`src/rtl/cipher_uart_pkg.sv`:
```
// -----------------------------------------------------------------------------
// cipher_uart_pkg
// Shared definitions for the cipher UART transmitter:
//   tx_state_t            - transmitter FSM state encoding
//   DATA_BITS             - payload bits per UART frame (8N1)
//   DEFAULT_CLKS_PER_BIT  - 50 MHz clock / 115200 baud
// -----------------------------------------------------------------------------
package cipher_uart_pkg;

   localparam int DATA_BITS            = 8;
   localparam int DEFAULT_CLKS_PER_BIT = 434;

   typedef enum logic [1:0] {
      ST_IDLE  = 2'd0,
      ST_START = 2'd1,
      ST_DATA  = 2'd2,
      ST_STOP  = 2'd3
   } tx_state_t;

endpackage

```
`src/rtl/byte_fifo.sv`:
```
// -----------------------------------------------------------------------------
// byte_fifo
// Small synchronous FIFO with first-word-fall-through head.
// Ports:
//   clk, rst_n        - clock, synchronous active-low reset (empties the FIFO)
//   push, push_data   - write request/data; ignored while full
//   pop               - read request; ignored while empty
//   pop_data          - current head entry (valid while !empty)
//   full, empty       - occupancy flags from the pointer state only
// -----------------------------------------------------------------------------
module byte_fifo #(
   parameter int WIDTH = 8,
   parameter int DEPTH = 4
) (
   input  logic             clk,
   input  logic             rst_n,
   input  logic             push,
   input  logic [WIDTH-1:0] push_data,
   input  logic             pop,
   output logic [WIDTH-1:0] pop_data,
   output logic             full,
   output logic             empty
);

   localparam int AW = $clog2(DEPTH);

   // One extra pointer bit distinguishes full from empty when addresses match.
   logic [AW:0] wr_ptr_q, wr_ptr_d;
   logic [AW:0] rd_ptr_q, rd_ptr_d;
   logic        do_push, do_pop;
   logic [DEPTH-1:0][WIDTH-1:0] mem_w;

   assign full    = (wr_ptr_q[AW] != rd_ptr_q[AW]) &&
                    (wr_ptr_q[AW-1:0] == rd_ptr_q[AW-1:0]);
   assign empty   = (wr_ptr_q == rd_ptr_q);
   assign do_push = push && !full;
   assign do_pop  = pop && !empty;

   always_comb begin
      wr_ptr_d = wr_ptr_q;
      rd_ptr_d = rd_ptr_q;
      if (do_push) wr_ptr_d = wr_ptr_q + (AW+1)'(1);
      if (do_pop)  rd_ptr_d = rd_ptr_q + (AW+1)'(1);
   end

   always_ff @(posedge clk) begin
      if (!rst_n) begin
         wr_ptr_q <= '0;
         rd_ptr_q <= '0;
      end else begin
         wr_ptr_q <= wr_ptr_d;
         rd_ptr_q <= rd_ptr_d;
      end
   end

   // Storage: one register per entry; contents need no reset since the
   // pointers define validity.
   for (genvar gi = 0; gi < DEPTH; gi++) begin : g_entry
      logic [WIDTH-1:0] entry_q, entry_d;

      always_comb begin
         entry_d = entry_q;
         if (do_push && (wr_ptr_q[AW-1:0] == AW'(gi))) entry_d = push_data;
      end

      always_ff @(posedge clk) begin
         entry_q <= entry_d;
      end

      assign mem_w[gi] = entry_q;
   end

   assign pop_data = mem_w[rd_ptr_q[AW-1:0]];

endmodule

```
`src/rtl/cipher_uart_tx.sv`:
```
// -----------------------------------------------------------------------------
// cipher_uart_tx
// Buffers encrypted bytes from the Caesar encoder and sends them as 8N1 UART
// frames, LSB first, with back-to-back frames when bytes are queued.
// Parameters:
//   CLKS_PER_BIT - clock cycles per UART bit (>= 2)
//   FIFO_DEPTH   - byte entries buffered ahead of the transmitter (pow2, >= 2)
// Ports:
//   clk, rst_n          - clock, synchronous active-low reset
//   in_char, in_valid   - byte offered by upstream
//   in_ready            - FIFO not full; transfer on in_valid && in_ready
//   tx                  - registered serial line, idle high
//   busy                - frame in progress or bytes still buffered
// -----------------------------------------------------------------------------
module cipher_uart_tx
   import cipher_uart_pkg::*;
#(
   parameter int CLKS_PER_BIT = DEFAULT_CLKS_PER_BIT,
   parameter int FIFO_DEPTH   = 4
) (
   input  logic       clk,
   input  logic       rst_n,
   input  logic [7:0] in_char,
   input  logic       in_valid,
   output logic       in_ready,
   output logic       tx,
   output logic       busy
);

   localparam int                CNT_W    = $clog2(CLKS_PER_BIT);
   localparam logic [CNT_W-1:0]  CNT_LAST = CNT_W'(CLKS_PER_BIT - 1);
   localparam logic [2:0]        BIT_LAST = 3'(DATA_BITS - 1);

   tx_state_t              state_q, state_d;
   logic [CNT_W-1:0]       cnt_q, cnt_d;
   logic [2:0]             bit_q, bit_d;
   logic [DATA_BITS-1:0]   shift_q, shift_d;
   logic                   tx_q, tx_d;

   logic                   fifo_pop;
   logic                   fifo_full;
   logic                   fifo_empty;
   logic [7:0]             fifo_data;
   logic                   baud_done;

   byte_fifo #(
      .WIDTH (8),
      .DEPTH (FIFO_DEPTH)
   ) u_fifo (
      .clk       (clk),
      .rst_n     (rst_n),
      .push      (in_valid),
      .push_data (in_char),
      .pop       (fifo_pop),
      .pop_data  (fifo_data),
      .full      (fifo_full),
      .empty     (fifo_empty)
   );

   assign baud_done = (cnt_q == CNT_LAST);

   // State register
   always_ff @(posedge clk) begin
      if (!rst_n) begin
         state_q <= ST_IDLE;
         cnt_q   <= '0;
         bit_q   <= '0;
         shift_q <= '0;
         tx_q    <= 1'b1;
      end else begin
         state_q <= state_d;
         cnt_q   <= cnt_d;
         bit_q   <= bit_d;
         shift_q <= shift_d;
         tx_q    <= tx_d;
      end
   end

   // Next-state logic, baud counter and FIFO pop
   always_comb begin
      state_d  = state_q;
      cnt_d    = cnt_q;
      bit_d    = bit_q;
      shift_d  = shift_q;
      fifo_pop = 1'b0;
      case (state_q)
         ST_IDLE: begin
            cnt_d = '0;
            bit_d = '0;
            if (!fifo_empty) begin
               fifo_pop = 1'b1;
               shift_d  = fifo_data;
               state_d  = ST_START;
            end
         end
         ST_START: begin
            if (baud_done) begin
               cnt_d   = '0;
               bit_d   = '0;
               state_d = ST_DATA;
            end else begin
               cnt_d = cnt_q + CNT_W'(1);
            end
         end
         ST_DATA: begin
            if (baud_done) begin
               cnt_d = '0;
               if (bit_q == BIT_LAST) state_d = ST_STOP;
               else                   bit_d   = bit_q + 3'd1;
            end else begin
               cnt_d = cnt_q + CNT_W'(1);
            end
         end
         ST_STOP: begin
            if (baud_done) begin
               cnt_d = '0;
               // Chain straight into the next start bit so queued bytes
               // leave with no idle gap.
               if (!fifo_empty) begin
                  fifo_pop = 1'b1;
                  shift_d  = fifo_data;
                  state_d  = ST_START;
               end else begin
                  state_d = ST_IDLE;
               end
            end else begin
               cnt_d = cnt_q + CNT_W'(1);
            end
         end
         default: state_d = ST_IDLE;
      endcase
   end

   // Output logic: line level for the current state, registered into tx_q so
   // the whole waveform is delayed uniformly by one cycle.
   always_comb begin
      tx_d = 1'b1;
      case (state_q)
         ST_IDLE:  tx_d = 1'b1;
         ST_START: tx_d = 1'b0;
         ST_DATA:  tx_d = shift_q[bit_q];
         ST_STOP:  tx_d = 1'b1;
         default:  tx_d = 1'b1;
      endcase
   end

   assign tx       = tx_q;
   assign in_ready = !fifo_full;
   assign busy     = (state_q != ST_IDLE) || !fifo_empty;

endmodule

```
`config.mk`:
```
export PLATFORM = sky130hd
export DESIGN_NAME = cipher_uart_tx
export DESIGN_NICKNAME = d
export VERILOG_FILES = /design/src/rtl/cipher_uart_pkg.sv /design/src/rtl/byte_fifo.sv /design/src/rtl/cipher_uart_tx.sv
export SDC_FILE = /design/constraint.sdc
export NUM_CORES = 1
export LEC_CHECK = 0
export ABC_AREA = 1
export CORE_MARGIN = 2
export CORE_UTILIZATION = 30
export CTS_CLUSTER_SIZE = 20
export DETAILED_ROUTE_END_ITERATION = 10
export GPL_TIMING_DRIVEN = 0
export PLACE_DENSITY_LB_ADDON = 0.12
export SLEW_MARGIN = 15
export SYNTH_ARGS = -nofsm -noshare
export SYNTH_HDL_FRONTEND = slang
export SYNTH_SLANG_ARGS = --single-unit
```
`constraint.sdc`:
```
create_clock -name clk -period 1.7 [get_ports clk]
set_input_delay 0.255 -clock clk [delete_from_list [all_inputs] [get_ports clk]]
set_output_delay 0.255 -clock clk [all_outputs]
set_load 0.05 [all_outputs]
```
==> impl_results.html, run 1 <==
<table>
<tr><th>Metric</th><th>Value</th></tr>
<tr><th colspan="2">Status</th></tr>
<tr><td>Outcome</td><td>complete, no violations</td></tr>
<tr><th colspan="2">Worst setup path</th></tr>
<tr><td>Critical-path cell with the highest stage delay</td><td>sky130_fd_sc_hd__nor2_2</td></tr>
<tr><td>Startpoint-to-endpoint class of the critical path</td><td>flop to flop</td></tr>
<tr><td>CP Capture Type</td><td>flop</td></tr>
<tr><td>Data arrival time of the worst path</td><td>1.64 ns</td></tr>
<tr><td>Required time at the worst-slack endpoint</td><td>about 1.7 ns</td></tr>
<tr><td>Largest stage delay on the critical path</td><td>0.41 ns</td></tr>
<tr><td>Critical path cell sequence</td><td>buf_6, inv_8, nand2_2, nand2_4, nand4_2, nand2_4, nor2_2</td></tr>
<tr><td>Family with the most delay on the worst path</td><td>simple AND/OR/NAND/NOR gates</td></tr>
<tr><td>Critical Path Fanout Max</td><td>9</td></tr>
<tr><td>Setup crit start</td><td>u_fifo.rd_ptr_q[0]$_SDFFE_PN0P_</td></tr>
<tr><td>Cell occurring most often along the worst timing path</td><td>sky130_fd_sc_hd__nand2_4</td></tr>
<tr><td>Critical Path Start Type</td><td>flop</td></tr>
<tr><td>Reg-to-Reg Start</td><td>u_fifo.rd_ptr_q[0]$_SDFFE_PN0P_</td></tr>
<tr><td>Count of buffering cells on the critical path with inverters included</td><td>2</td></tr>
<tr><th colspan="2">STA</th></tr>
<tr><td>Setup TNS</td><td>0 ns</td></tr>
<tr><td>Final setup violation count</td><td>0</td></tr>
<tr><td>Final Hold Viols</td><td>0</td></tr>
<tr><td>Period Utilization, post-route</td><td>97.70%</td></tr>
<tr><td>Worst slew pin tran</td><td>0.5392 ns</td></tr>
<tr><td>Post-route minimum period</td><td>1.661 ns</td></tr>
<tr><td>Max Clock Skew</td><td>0.006837 ns</td></tr>
<tr><td>Peak Freq</td><td>around 0.6 GHz</td></tr>
<tr><td>RSZ-0062 raised after global routing</td><td>true</td></tr>
<tr><td>Max-slew headroom</td><td>64.05%</td></tr>
<tr><td>Max-slew violation count</td><td>0</td></tr>
<tr><td>Setup WS post-layout</td><td>0.03904 ns</td></tr>
<tr><th colspan="2">Clock tree</th></tr>
<tr><td>Root buf cell</td><td>sky130_fd_sc_hd__clkbuf_8</td></tr>
<tr><td>Number of clock buffers inserted by TritonCTS</td><td>9</td></tr>
<tr><td>H-tree level count</td><td>3</td></tr>
<tr><td>Worst-Skew Late Latency</td><td>0.34 ns</td></tr>
<tr><td>CTS max path bufs</td><td>2</td></tr>
<tr><td>Clock-pin transition on the worst setup and hold timing paths</td><td>0.08 ns</td></tr>
<tr><td>Clock tree from TritonCTS</td><td>yes</td></tr>
<tr><td>Clock tree sinks</td><td>61</td></tr>
<tr><th colspan="2">Drt</th></tr>
<tr><td>Total wire length</td><td>5979 um</td></tr>
<tr><td>Remaining design rule violation count</td><td>0</td></tr>
<tr><td>Iteration-0 DRC count of the detailed router</td><td>74</td></tr>
<tr><td>Avg Vias per Cell</td><td>4.427</td></tr>
<tr><td>Routed vias</td><td>2063</td></tr>
<tr><td>Final antenna-violating net count</td><td>0</td></tr>
<tr><td>Mean routed wirelength per cell</td><td>about 13 um</td></tr>
<tr><td>Drt first pass iters</td><td>4</td></tr>
<tr><th colspan="2">GRT</th></tr>
<tr><td>Largest net degree at the start of global routing</td><td>14</td></tr>
<tr><td>Antenna violations before repair</td><td>0</td></tr>
<tr><td>Wire length of the first global-routing pass</td><td>9853 um</td></tr>
<tr><td>Via count of the first global-routing pass</td><td>2012</td></tr>
<tr><td>Total congestion overflow</td><td>0</td></tr>
<tr><td>Global-route usage over all layers</td><td>12.70%</td></tr>
<tr><th colspan="2">Floorplan</th></tr>
<tr><td>Die extent in x</td><td>a little over 100 um</td></tr>
<tr><td>Number of cell rows</td><td>35</td></tr>
<tr><td>Core region area</td><td>between 0.009 and 0.01 mm2</td></tr>
<tr><td>Initial cell density of the core</td><td>a little under a third</td></tr>
<tr><td>Boundary pin count</td><td>14</td></tr>
<tr><td>Height of the chip</td><td>101.5 um</td></tr>
<tr><td>Overall die area</td><td>about 0.01 mm2</td></tr>
<tr><th colspan="2">Pwr</th></tr>
<tr><td>Lkg Pwr</td><td>1.280 nW</td></tr>
<tr><td>VDD IR max</td><td>577.8 uV</td></tr>
<tr><td>Final total power</td><td>between 4 and 5 mW</td></tr>
<tr><td>Power per standard cell area</td><td>1418 mW/mm2</td></tr>
<tr><th colspan="2">Yosys</th></tr>
<tr><td>Cell Area, Synth</td><td>0.002850 mm2</td></tr>
<tr><td>Dominant register cell in the synthesized netlist</td><td>sky130_fd_sc_hd__edfxtp_1</td></tr>
<tr><td>Post-synth cell types</td><td>34</td></tr>
<tr><td>Syn Nets</td><td>321</td></tr>
<tr><td>Proportion of synthesized flip-flops having asynchronous set or reset</td><td>0%</td></tr>
<tr><td>Mean Syn Cell Area</td><td>slightly below 10 um2</td></tr>
<tr><td>Sequential share of the synthesized area</td><td>54.08%</td></tr>
<tr><td>Number of flops mapped to enable cells by yosys</td><td>32</td></tr>
<tr><td>Number of synthesized register bits</td><td>between 60 and 70</td></tr>
<tr><td>Number of warnings reported in the yosys synthesis log</td><td>0</td></tr>
<tr><td>Instance count of the mapped netlist</td><td>296</td></tr>
<tr><th colspan="2">Cells and area</th></tr>
<tr><td>Nets</td><td>357</td></tr>
<tr><td>Share of cells above drive strength 1</td><td>23.44%</td></tr>
<tr><td>Antenna Diode Count</td><td>0</td></tr>
<tr><td>Final cell count without fillers</td><td>roughly 470</td></tr>
<tr><td>Area grow syn2layout</td><td>22.87%</td></tr>
<tr><th colspan="2">Place</th></tr>
<tr><td>Post-Place Cells</td><td>about 440</td></tr>
<tr><td>Dpl hpwl</td><td>4040 um</td></tr>
<tr><td>Port bufs</td><td>13</td></tr>
<tr><td>Minimum setup slack after placement</td><td>-0.3818 ns</td></tr>
<tr><td>RePlAce Congestion</td><td>0.7052</td></tr>
<tr><th colspan="2">Hold path</th></tr>
<tr><td>Class of the tightest hold or removal check</td><td>flop to flop</td></tr>
<tr><td>Worst hold start</td><td>shift_q[0]$_SDFFE_PN0P_</td></tr>
<tr><th colspan="2">Run</th></tr>
<tr><td>Count of maximum capacitance violations</td><td>0</td></tr>
</table>
## synthesized netlist by cell type, types with 3 or more instances
cell type	instances	area share (%)
sky130_fd_sc_hd__edfxtp_1	32	34
sky130_fd_sc_hd__nand2_1	32	4.2
sky130_fd_sc_hd__nor2_1	32	4.2
sky130_fd_sc_hd__inv_1	31	4.1
sky130_fd_sc_hd__dfxtp_1	29	20
sky130_fd_sc_hd__o21ai_0	29	5.1
sky130_fd_sc_hd__a21oi_1	22	3.9
sky130_fd_sc_hd__ha_1	14	6.1
sky130_fd_sc_hd__nand3_1	12	2.1
sky130_fd_sc_hd__nand2_2	10	2.2
sky130_fd_sc_hd__o22ai_1	8	1.8
sky130_fd_sc_hd__a21oi_2	4	1.2
sky130_fd_sc_hd__o21ai_1	4	0.70
sky130_fd_sc_hd__inv_2	3	0.40
sky130_fd_sc_hd__nand4_1	3	0.66
sky130_fd_sc_hd__nor2_2	3	0.66
## cells by family after synthesis
group | synth area share (%)
AND/OR/NAND/NOR | 18.44
AO/OA/AOI/OAI | 14.22
flip-flops | 54.08
buffers and inverters | 6.497
adder cells (fa/ha/maj) | 6.146
XOR/XNOR | 0.6147
## report_power, final
part           internal, mW  switching (mW)  leakage (nW)  total (mW)
Combinational         0.709            1.08         0.646        1.79
Sequential             1.73           0.109         0.533        1.84
Clock                 0.697           0.644         0.101        1.34
Total                  3.14            1.83          1.28        4.97
## state kept, by name (all words and copies together) (netlist names)
register	count
bit_q	3
cnt_q	9
shift_q	8
state_q	2
tx	1
u_fifo.g_entry.entry_q	32
u_fifo.rd_ptr_q	3
u_fifo.wr_ptr_q	3
## area by class of cell
| cell class | count | area (um2) |
|---|---|---|
| Fill cell | 946 | 5738 |
| Sequential cell | 61 | 1550 |
| Multi-Input combinational cell | 193 | 1154 |
| Timing Repair Buffer | 25 | 234.0 |
| Tap cell | 129 | 161.4 |
| Inverter | 36 | 146.4 |
| Clock buffer | 9 | 123.9 |
| Clock inverter | 7 | 81.33 |
| Buffer | 6 | 51.30 |
## timing repair
| action | 4_1_cts | 5_1_grt |
|---|---|---|
| endpoints found under the hold margin | 0 | 0 |
| hold buffers | 0 | 0 |
| buffers inserted | 3 | 9 |
| resized for setup | 22 | 14 |
| endpoints found under the setup margin | 36 | 36 |
| cloned | 0 | 0 |
| pin swaps | 1 | 4 |
## worst register-to-register path, delay by kind of cell, from the launching register on
kind	cells	cell delay (ns)
buffers and inverters	2	0.16
AND/OR/NAND/NOR	5	0.80
flip-flops	1	0.34
## per-layer routing
| metal | GRT usage [%] | vias up | wire [um] |
|---|---|---|---|
| met5 | 0 | - | 0 |
| met4 | 4.262 | 0 | 79 |
| met3 | 4.348 | 8 | 222 |
| met2 | 20.22 | 35 | 2820 |
| met1 | 16.19 | 938 | 2856 |
| li1 | - | 1082 | - |
## path summary, 6_finish.rpt
| kind | end | slack, ns | cells past startpoint |
|---|---|---|---|
| setup / recovery | u_fifo.g_entry[1].entry_q[7]$_DFFE_PP_ | 0.04 | 7 |
| hold / removal | shift_q[0]$_SDFFE_PN0P_ | 0.45 | 2 |
| setup reg to reg | u_fifo.g_entry[1].entry_q[7]$_DFFE_PP_ | 0.04 | 7 |
| hold reg to reg | shift_q[0]$_SDFFE_PN0P_ | 0.45 | 2 |
## layout by cell type (no fill, tap or decap), types with 5 or more instances in the layout
cell type	synthesis	routed
sky130_fd_sc_hd__nand2_1	32	32
sky130_fd_sc_hd__edfxtp_1	32	32
sky130_fd_sc_hd__o21ai_0	29	29
sky130_fd_sc_hd__nor2_1	32	29
sky130_fd_sc_hd__inv_1	31	27
sky130_fd_sc_hd__dfxtp_1	29	24
sky130_fd_sc_hd__a21oi_1	22	22
sky130_fd_sc_hd__ha_1	14	13
sky130_fd_sc_hd__nand3_1	12	12
sky130_fd_sc_hd__buf_4	1	11
sky130_fd_sc_hd__clkdlybuf4s50_1	0	10
sky130_fd_sc_hd__nand2_2	10	9
sky130_fd_sc_hd__clkbuf_8	0	9
sky130_fd_sc_hd__o22ai_1	8	8
sky130_fd_sc_hd__inv_2	3	6
sky130_fd_sc_hd__nor2_2	3	5
## per-stage QoR
stage,hold slack [ns],util (%),cell area [um2]
floorplan,0.3539,-,2850
CTS,0.4520,36.60,3382
finish,0.4474,37.90,3502
global route,0.4679,37.90,3502
global placement,0.4373,34.00,3142
detailed placement,0.4397,34.00,3142
No activity file was read; power rests on OpenSTA's default activity.
==> run 2, diff against run 1 <==
--- a/config.mk
+++ b/config.mk
@@ -12,6 +12,7 @@
 export DETAILED_ROUTE_END_ITERATION = 10
 export GPL_TIMING_DRIVEN = 0
 export PLACE_DENSITY_LB_ADDON = 0.12
+export SKIP_CTS_REPAIR_TIMING = 1
 export SLEW_MARGIN = 15
 export SYNTH_ARGS = -nofsm -noshare
 export SYNTH_HDL_FRONTEND = slang
==> impl_results.html, run 2 (synthesized netlist as in run 1, its figures left out) <==
<table>
<tr><th>Metric</th><th>Value</th></tr>
<tr><th colspan="2">Run</th></tr>
<tr><td>Count of maximum capacitance violations</td><td>0 (unchanged)</td></tr>
<tr><th colspan="2">Status</th></tr>
<tr><td>Failing checks</td><td>setup timing</td></tr>
<tr><td>Outcome</td><td>complete, but fails checks</td></tr>
<tr><th colspan="2">Cells and area</th></tr>
<tr><td>Largest registers ranked by flip-flop count</td><td>u_fifo.g_entry.entry_q: 32 flops, cnt_q: 9 flops, shift_q: 8 flops</td></tr>
<tr><td>Layout Utilization</td><td>37.40% (-0.50 points)</td></tr>
<tr><td>Final cell count without fillers</td><td>458 (-1.7%)</td></tr>
<tr><td>Antenna Diode Count</td><td>0 (unchanged)</td></tr>
<tr><td>Register with the most flip-flops</td><td>u_fifo.g_entry.entry_q</td></tr>
<tr><td>Share of cells above drive strength 1</td><td>20.36% (-3.1 points)</td></tr>
<tr><td>Fillers</td><td>952 (+0.63%)</td></tr>
<tr><td>Nets</td><td>349 (-2.2%)</td></tr>
<tr><td>Area grow syn2layout</td><td>21.25%</td></tr>
<tr><td>Commonest cells after routing, fill and taps aside</td><td>sky130_fd_sc_hd__nand2_1, sky130_fd_sc_hd__edfxtp_1, sky130_fd_sc_hd__inv_1</td></tr>
<tr><td>Flip-flop count of the largest register after layout</td><td>32 (unchanged)</td></tr>
<tr><td>Post-route cell area</td><td>0.003456 mm2 (-1.3%)</td></tr>
<tr><th colspan="2">Floorplan</th></tr>
<tr><td>Die extent in x</td><td>101.5 um (unchanged)</td></tr>
<tr><td>Initial cell density of the core</td><td>30.85% (unchanged)</td></tr>
<tr><td>Overall die area</td><td>0.01030 mm2 (unchanged)</td></tr>
<tr><td>Number of cell rows</td><td>35 (unchanged)</td></tr>
<tr><td>Height of the chip</td><td>101.5 um (unchanged)</td></tr>
<tr><td>Core region area</td><td>0.009240 mm2 (unchanged)</td></tr>
<tr><td>Boundary pin count</td><td>14 (unchanged)</td></tr>
<tr><th colspan="2">STA</th></tr>
<tr><td>Setup TNS</td><td>-0.04589 ns (-0.04589 ns)</td></tr>
<tr><td>Max-slew headroom</td><td>62.69% (-1.4 points)</td></tr>
<tr><td>Worst slew pin tran</td><td>0.5596 ns (+0.02038 ns)</td></tr>
<tr><td>Final setup violation count</td><td>1 (+1)</td></tr>
<tr><td>Setup WS post-layout</td><td>-0.04589 ns (-0.08493 ns)</td></tr>
<tr><td>Post-Route Hold Slack</td><td>0.4470 ns (-0.0004540 ns)</td></tr>
<tr><td>Peak Freq</td><td>0.5728 GHz (-4.9%)</td></tr>
<tr><td>RSZ-0062 raised after global routing</td><td>true</td></tr>
<tr><td>Final Hold Viols</td><td>0 (unchanged)</td></tr>
<tr><td>Max Clock Skew</td><td>0.007072 ns (+0.0002346 ns)</td></tr>
<tr><td>Post-route minimum period</td><td>1.746 ns (+0.08493 ns)</td></tr>
<tr><td>Period Utilization, post-route</td><td>102.7% (+5.0 points)</td></tr>
<tr><td>Max-slew violation count</td><td>0 (unchanged)</td></tr>
<tr><th colspan="2">Pwr</th></tr>
<tr><td>Final total power</td><td>4.864 mW (-2.1%)</td></tr>
<tr><td>VDD IR max</td><td>577.3 uV (about the same)</td></tr>
<tr><td>Power per standard cell area</td><td>1407 mW/mm2 (-0.75%)</td></tr>
<tr><td>Lkg Pwr</td><td>1.246 nW (-2.7%)</td></tr>
<tr><th colspan="2">Worst setup path</th></tr>
<tr><td>Required time at the worst-slack endpoint</td><td>1.44 ns (-0.24 ns)</td></tr>
<tr><td>CP Capture Type</td><td>output port</td></tr>
<tr><td>Critical Path Fanout Max</td><td>10 (+1)</td></tr>
<tr><td>Data arrival time of the worst path</td><td>1.49 ns (-0.15 ns)</td></tr>
<tr><td>Startpoint-to-endpoint class of the critical path</td><td>flop to output port</td></tr>
<tr><td>Critical Path Start Type</td><td>flop</td></tr>
<tr><th colspan="2">Clock tree</th></tr>
<tr><td>Worst-Skew Late Latency</td><td>0.34 ns (about the same)</td></tr>
<tr><td>Clock-pin transition on the worst setup and hold timing paths</td><td>0.08 ns (about the same)</td></tr>
<tr><td>H-tree level count</td><td>3 (unchanged)</td></tr>
<tr><td>Number of clock buffers inserted by TritonCTS</td><td>9 (unchanged)</td></tr>
<tr><td>CTS max path bufs</td><td>2 (unchanged)</td></tr>
<tr><td>Clock tree sinks</td><td>61 (unchanged)</td></tr>
<tr><td>Clock tree from TritonCTS</td><td>yes</td></tr>
<tr><td>Root buf cell</td><td>sky130_fd_sc_hd__clkbuf_8</td></tr>
<tr><th colspan="2">Drt</th></tr>
<tr><td>Iteration-0 DRC count of the detailed router</td><td>87 (+18%)</td></tr>
<tr><td>Final antenna-violating net count</td><td>0 (unchanged)</td></tr>
<tr><td>Total wire length</td><td>5910 um (-1.2%)</td></tr>
<tr><td>Avg Vias per Cell</td><td>4.437 (+0.22%)</td></tr>
<tr><td>Drt first pass iters</td><td>4 (unchanged)</td></tr>
<tr><td>Remaining design rule violation count</td><td>0 (unchanged)</td></tr>
<tr><td>Mean routed wirelength per cell</td><td>12.90 um (+0.57%)</td></tr>
<tr><td>Routed vias</td><td>2032 (-1.5%)</td></tr>
<tr><th colspan="2">GRT</th></tr>
<tr><td>Via count of the first global-routing pass</td><td>2007 (-0.25%)</td></tr>
<tr><td>Global-route usage over all layers</td><td>12.71% (+0.014 points)</td></tr>
<tr><td>Wire length of the first global-routing pass</td><td>9860 um (about the same)</td></tr>
<tr><td>Antenna violations before repair</td><td>0 (unchanged)</td></tr>
<tr><td>Total congestion overflow</td><td>0 (unchanged)</td></tr>
<tr><td>Largest net degree at the start of global routing</td><td>14 (unchanged)</td></tr>
<tr><th colspan="2">Place</th></tr>
<tr><td>Post-Place Cells</td><td>438 (unchanged)</td></tr>
<tr><td>Dpl hpwl</td><td>4040 um (unchanged)</td></tr>
<tr><td>Post-detailed-placement cell area</td><td>0.003142 mm2 (unchanged)</td></tr>
<tr><td>RePlAce Congestion</td><td>0.7052 (unchanged)</td></tr>
<tr><td>Port bufs</td><td>13 (unchanged)</td></tr>
<tr><td>Minimum setup slack after placement</td><td>-0.3818 ns (unchanged)</td></tr>
<tr><th colspan="2">Hold path</th></tr>
<tr><td>Class of the tightest hold or removal check</td><td>flop to flop</td></tr>
</table>
run 2: cell count changes in the layout (fill, tap and decap cells not counted), sizes merged:
cell / change
buf: -9
dlygate4sd2: -1
dlymetal6s2s: +1
clkbuf: +1
run 2: path summary, 6_finish.rpt:
kind / to / start / cells past startpoint / slack, ns
worst max-delay path: busy / u_fifo.rd_ptr_q[1]$_SDFFE_PN0P_ / 5 / -0.05
worst min-delay path: shift_q[0]$_SDFFE_PN0P_ / shift_q[0]$_SDFFE_PN0P_ / 2 / 0.45
worst max register to register: u_fifo.g_entry[1].entry_q[7]$_DFFE_PP_ / u_fifo.rd_ptr_q[0]$_SDFFE_PN0P_ / 7 / 0.16
worst min register to register: shift_q[0]$_SDFFE_PN0P_ / shift_q[0]$_SDFFE_PN0P_ / 2 / 0.45
run 2: power by group:
| part | total (mW) | switching, mW | internal [mW] |
|---|---|---|---|
| clock | 1.34 | 0.645 | 0.697 |
| sequential | 1.83 | 0.106 | 1.73 |
| combinational | 1.69 | 1.06 | 0.624 |
run 2: area by class of cell:
class / count / area, um2 / area share, %
buffer: 6 / 50.05 / 1.448
clock buffer: 9 / 123.9 / 3.584
clock inverter: 7 / 81.33 / 2.353
inverter: 36 / 143.9 / 4.164
multi-input combinational: 193 / 1167 / 33.78
sequential: 61 / 1546 / 44.75
tap: 129 / 161.4 / 4.671
timing repair buffer: 17 / 181.4 / 5.250
run 2: layer usage:
| layer | share of wire, % | vias up | GRT usage, % |
|---|---|---|---|
| met5 | 0 | - | 0 |
| met4 | 1.2 | 0 | 4.262 |
| li1 | - | 1065 | - |
| met2 | 48 | 35 | 20.63 |
| met1 | 47 | 925 | 15.89 |
| met3 | 4.2 | 7 | 4.348 |
run 2: critical path, cell delays in order (launching register included):
cell and delay [ns]:
sky130_fd_sc_hd__dfxtp_2 0.36, sky130_fd_sc_hd__buf_6 0.15, sky130_fd_sc_hd__nand2_1 0.07, sky130_fd_sc_hd__nand2_2 0.14, sky130_fd_sc_hd__nand4_1 0.21, sky130_fd_sc_hd__buf_6 0.23
==> run 3, diff against run 2 <==
--- a/config.mk
+++ b/config.mk
@@ -6,13 +6,14 @@
 export NUM_CORES = 1
 export LEC_CHECK = 0
 export ABC_AREA = 1
-export CORE_MARGIN = 2
-export CORE_UTILIZATION = 30
+export CORE_MARGIN = 4
+export CORE_UTILIZATION = 53
 export CTS_CLUSTER_SIZE = 20
 export DETAILED_ROUTE_END_ITERATION = 10
 export GPL_TIMING_DRIVEN = 0
 export PLACE_DENSITY_LB_ADDON = 0.12
 export SKIP_CTS_REPAIR_TIMING = 1
+export SKIP_LAST_GASP = 1
 export SLEW_MARGIN = 15
 export SYNTH_ARGS = -nofsm -noshare
 export SYNTH_HDL_FRONTEND = slang
==> impl_results.html, run 3 (synthesized netlist as in run 1, its figures left out) <==
<table>
<tr><th>Metric</th><th>Value</th></tr>
<tr><th colspan="2">Hold path</th></tr>
<tr><td>Hold Path Stages</td><td>2 (unchanged)</td></tr>
<tr><td>WHS Endpoint</td><td>shift_q[7]$_SDFFE_PN0P_</td></tr>
<tr><td>Worst hold start</td><td>shift_q[7]$_SDFFE_PN0P_</td></tr>
<tr><td>Class of the tightest hold or removal check</td><td>flop to flop</td></tr>
<tr><th colspan="2">Pwr</th></tr>
<tr><td>Lkg Pwr</td><td>1.243 nW (-0.21%)</td></tr>
<tr><td>Final total power</td><td>4.843 mW (-0.42%)</td></tr>
<tr><td>P_sw</td><td>1.723 mW (-5.1%)</td></tr>
<tr><td>Internal power contribution</td><td>3.120 mW (+2.3%)</td></tr>
<tr><td>Power share of the clock group</td><td>29.0% (+1.4 points)</td></tr>
<tr><td>Fraction of power consumed by combinational cells</td><td>33.2% (-1.5 points)</td></tr>
<tr><td>Sequential Power Share</td><td>37.8% (about the same)</td></tr>
<tr><td>VDD IR max</td><td>721.8 uV (+25%)</td></tr>
<tr><td>Sw frac</td><td>35.59% (-1.7 points)</td></tr>
<tr><td>Power per standard cell area</td><td>1445 mW/mm2 (+2.7%)</td></tr>
<tr><th colspan="2">STA</th></tr>
<tr><td>Max-slew violation count</td><td>0 (unchanged)</td></tr>
<tr><td>Final setup violation count</td><td>1 (unchanged)</td></tr>
<tr><td>RSZ-0062 raised after global routing</td><td>true</td></tr>
<tr><td>Period Utilization, post-route</td><td>108.6% (+5.9 points)</td></tr>
<tr><td>Post-route minimum period</td><td>1.846 ns (+0.09993 ns)</td></tr>
<tr><td>Setup WS post-layout</td><td>-0.1458 ns (-0.09993 ns)</td></tr>
<tr><td>Post-Route Hold Slack</td><td>0.4473 ns (+0.0003260 ns)</td></tr>
<tr><td>Max-slew headroom</td><td>64.31% (+1.6 points)</td></tr>
<tr><td>Peak Freq</td><td>0.5418 GHz (-5.4%)</td></tr>
<tr><td>Final Hold Viols</td><td>0 (unchanged)</td></tr>
<tr><td>Max Clock Skew</td><td>0.005558 ns (-0.001514 ns)</td></tr>
<tr><td>Worst slew pin tran</td><td>0.5353 ns (-0.02430 ns)</td></tr>
<tr><th colspan="2">Worst setup path</th></tr>
<tr><td>Reg-to-Reg Start</td><td>state_q[0]$_SDFFE_PN0P_</td></tr>
<tr><td>Worst reg2reg endpoint</td><td>u_fifo.rd_ptr_q[1]$_SDFFE_PN0P_</td></tr>
<tr><td>Critical Path Fanout Max</td><td>6 (-4)</td></tr>
<tr><td>Number of cells traversed by the worst register-to-register path</td><td>7 (unchanged)</td></tr>
<tr><td>Data arrival time of the worst path</td><td>1.59 ns (+0.10 ns)</td></tr>
<tr><td>Reg2reg setup slack</td><td>0.11 ns (-0.05 ns)</td></tr>
<tr><td>Required time at the worst-slack endpoint</td><td>1.44 ns (about the same)</td></tr>
<tr><td>CP Capture Type</td><td>output port</td></tr>
<tr><td>Critical Path Start Type</td><td>flop</td></tr>
<tr><td>Startpoint-to-endpoint class of the critical path</td><td>flop to output port</td></tr>
<tr><th colspan="2">Drt</th></tr>
<tr><td>Drt first pass iters</td><td>4 (unchanged)</td></tr>
<tr><td>Avg Vias per Cell</td><td>5.183 (+17%)</td></tr>
<tr><td>Mean routed wirelength per cell</td><td>14.11 um (+9.3%)</td></tr>
<tr><td>Final antenna-violating net count</td><td>0 (unchanged)</td></tr>
<tr><td>Total wire length</td><td>5643 um (-4.5%)</td></tr>
<tr><td>Remaining design rule violation count</td><td>0 (unchanged)</td></tr>
<tr><td>Iteration-0 DRC count of the detailed router</td><td>104 (+20%)</td></tr>
<tr><td>Routed vias</td><td>2073 (+2.0%)</td></tr>
<tr><th colspan="2">GRT</th></tr>
<tr><td>Antenna violations before repair</td><td>0 (unchanged)</td></tr>
<tr><td>Global-route usage over all layers</td><td>19.15% (+6.4 points)</td></tr>
<tr><td>Largest net degree at the start of global routing</td><td>12 (-2)</td></tr>
<tr><td>Via count of the first global-routing pass</td><td>1941 (-3.3%)</td></tr>
<tr><td>Wire length of the first global-routing pass</td><td>9142 um (-7.3%)</td></tr>
<tr><td>Total congestion overflow</td><td>0 (unchanged)</td></tr>
<tr><th colspan="2">Cells and area</th></tr>
<tr><td>Largest registers ranked by flip-flop count</td><td>u_fifo.g_entry.entry_q: 32 flops, cnt_q: 9 flops, shift_q: 8 flops</td></tr>
<tr><td>Flip-flop count of the largest register after layout</td><td>32 (unchanged)</td></tr>
<tr><td>Sequential cell area in the final layout</td><td>0.001543 mm2 (-0.24%)</td></tr>
<tr><td>Fillers</td><td>425 (-55%)</td></tr>
<tr><td>Area grow syn2layout</td><td>17.60%</td></tr>
<tr><td>Nets</td><td>350 (+0.29%)</td></tr>
<tr><td>Commonest cells after routing, fill and taps aside</td><td>sky130_fd_sc_hd__nand2_1, sky130_fd_sc_hd__edfxtp_1, sky130_fd_sc_hd__inv_1</td></tr>
<tr><td>Antenna Diode Count</td><td>0 (unchanged)</td></tr>
<tr><td>Layout Utilization</td><td>64.80% (+27 points)</td></tr>
<tr><td>Share of cells above drive strength 1</td><td>18.48% (-1.9 points)</td></tr>
<tr><td>Area occupied by multi-input gates</td><td>0.001151 mm2 (-1.4%)</td></tr>
<tr><td>Register with the most flip-flops</td><td>u_fifo.g_entry.entry_q</td></tr>
<tr><th colspan="2">Clock tree</th></tr>
<tr><td>H-tree level count</td><td>3 (unchanged)</td></tr>
<tr><td>Clock tree sinks</td><td>61 (unchanged)</td></tr>
<tr><td>Clock-pin transition on the worst setup and hold timing paths</td><td>0.07 ns (about the same)</td></tr>
<tr><td>Clock tree from TritonCTS</td><td>yes</td></tr>
<tr><td>Number of clock buffers inserted by TritonCTS</td><td>9 (unchanged)</td></tr>
<tr><td>Root buf cell</td><td>sky130_fd_sc_hd__clkbuf_8</td></tr>
<tr><td>CTS max path bufs</td><td>2 (unchanged)</td></tr>
<tr><td>Worst-Skew Late Latency</td><td>0.34 ns (about the same)</td></tr>
<tr><th colspan="2">Floorplan</th></tr>
<tr><td>Initial cell density of the core</td><td>55.10% (+24 points)</td></tr>
<tr><td>Die extent in x</td><td>81.34 um (-20%)</td></tr>
<tr><td>Boundary pin count</td><td>14 (unchanged)</td></tr>
<tr><td>Height of the chip</td><td>81.34 um (-20%)</td></tr>
<tr><td>Number of cell rows</td><td>26 (-26%)</td></tr>
<tr><td>Overall die area</td><td>0.006615 mm2 (-36%)</td></tr>
<tr><td>Core region area</td><td>0.005172 mm2 (-44%)</td></tr>
<tr><th colspan="2">Status</th></tr>
<tr><td>Failing checks</td><td>setup timing</td></tr>
<tr><td>Outcome</td><td>complete, but fails checks</td></tr>
<tr><th colspan="2">Place</th></tr>
<tr><td>RePlAce Congestion</td><td>0.7893 (+12%)</td></tr>
<tr><td>Dpl hpwl</td><td>3806 um (-5.8%)</td></tr>
<tr><td>Port bufs</td><td>13 (unchanged)</td></tr>
<tr><th colspan="2">Run</th></tr>
<tr><td>Count of maximum capacitance violations</td><td>0 (unchanged)</td></tr>
</table>
[run 3: changes by cell type in the layout (fill, tap and decap cells not counted), sizes merged]
| cell | delta |
|---|---|
| inv | -2 |
| clkinvlp | -1 |
| bufinv | +1 |
| clkinv | +2 |
| buf | +1 |
[run 3: metal layers]
layer,part of all wire (%),GRT usage [%],vias up
met5,0,0,-
met4,3.0,12.33,0
met3,3.8,4.102,15
met2,47,30.21,42
met1,46,23.63,948
li1,-,-,1068
[run 3: how the worst max path moves through the flow]
stage                                                from  slack (ns)                                     end  cells after the start
final                             state_q[0]$_SDFFE_PN0P_       -0.15                                    busy                      4
after global routing              state_q[0]$_SDFFE_PN0P_       -0.21                                    busy                      4
after CTS                         state_q[0]$_SDFFE_PN0P_       -0.70                                    busy                      4
after detailed placement          state_q[0]$_SDFFE_PN0P_       -0.32                                    busy                      4
after global placement            state_q[0]$_SDFFE_PN0P_       -0.32                                    busy                      4
after floorplan           u_fifo.rd_ptr_q[0]$_SDFFE_PN0P_       -0.11  u_fifo.g_entry[1].entry_q[0]$_DFFE_PP_                      7
[run 3: metrics by stage]
step / area [um2] / worst slack [ns] / setup TNS [ns] / std cells
floorplan: 2850 / -0.1131 / -2.714 / 296
global placement: 3068 / -0.3196 / -6.103 / 379
detailed placement: 3068 / -0.3210 / -6.327 / 379
CTS: 3281 / -0.7022 / -7.579 / 395
global route: 3352 / -0.2067 / -0.2067 / 400
finish: 3352 / -0.1458 / -0.1458 / 400
[run 3: critical path, stage by stage (launching register included)]
cell and delay (ns):
sky130_fd_sc_hd__dfxtp_1 0.44, sky130_fd_sc_hd__inv_1 0.11, sky130_fd_sc_hd__ha_1 0.26, sky130_fd_sc_hd__nand4_1 0.18, sky130_fd_sc_hd__clkbuf_4 0.27
[run 3: power by group through the flow]
stage	combinational (mW)	clock (mW)	sequential, mW
floorplan	1.17	0	1.86
global route	1.79	1.50	1.85
detailed placement	1.56	0	1.86
CTS	1.57	1.43	1.83
global placement	1.54	0	1.86
finish	1.61	1.40	1.83
[run 3: final cells by class]
cell class | count | area share [%]
clock buffers | 9 | 3.695
repair buffers | 18 | 5.039
clock inverters | 7 | 2.650
plain buffers | 6 | 1.418
multi-input cells | 193 | 34.34
well taps | 70 | 2.613
inverters | 36 | 4.218
flip-flops and latches | 61 | 46.02
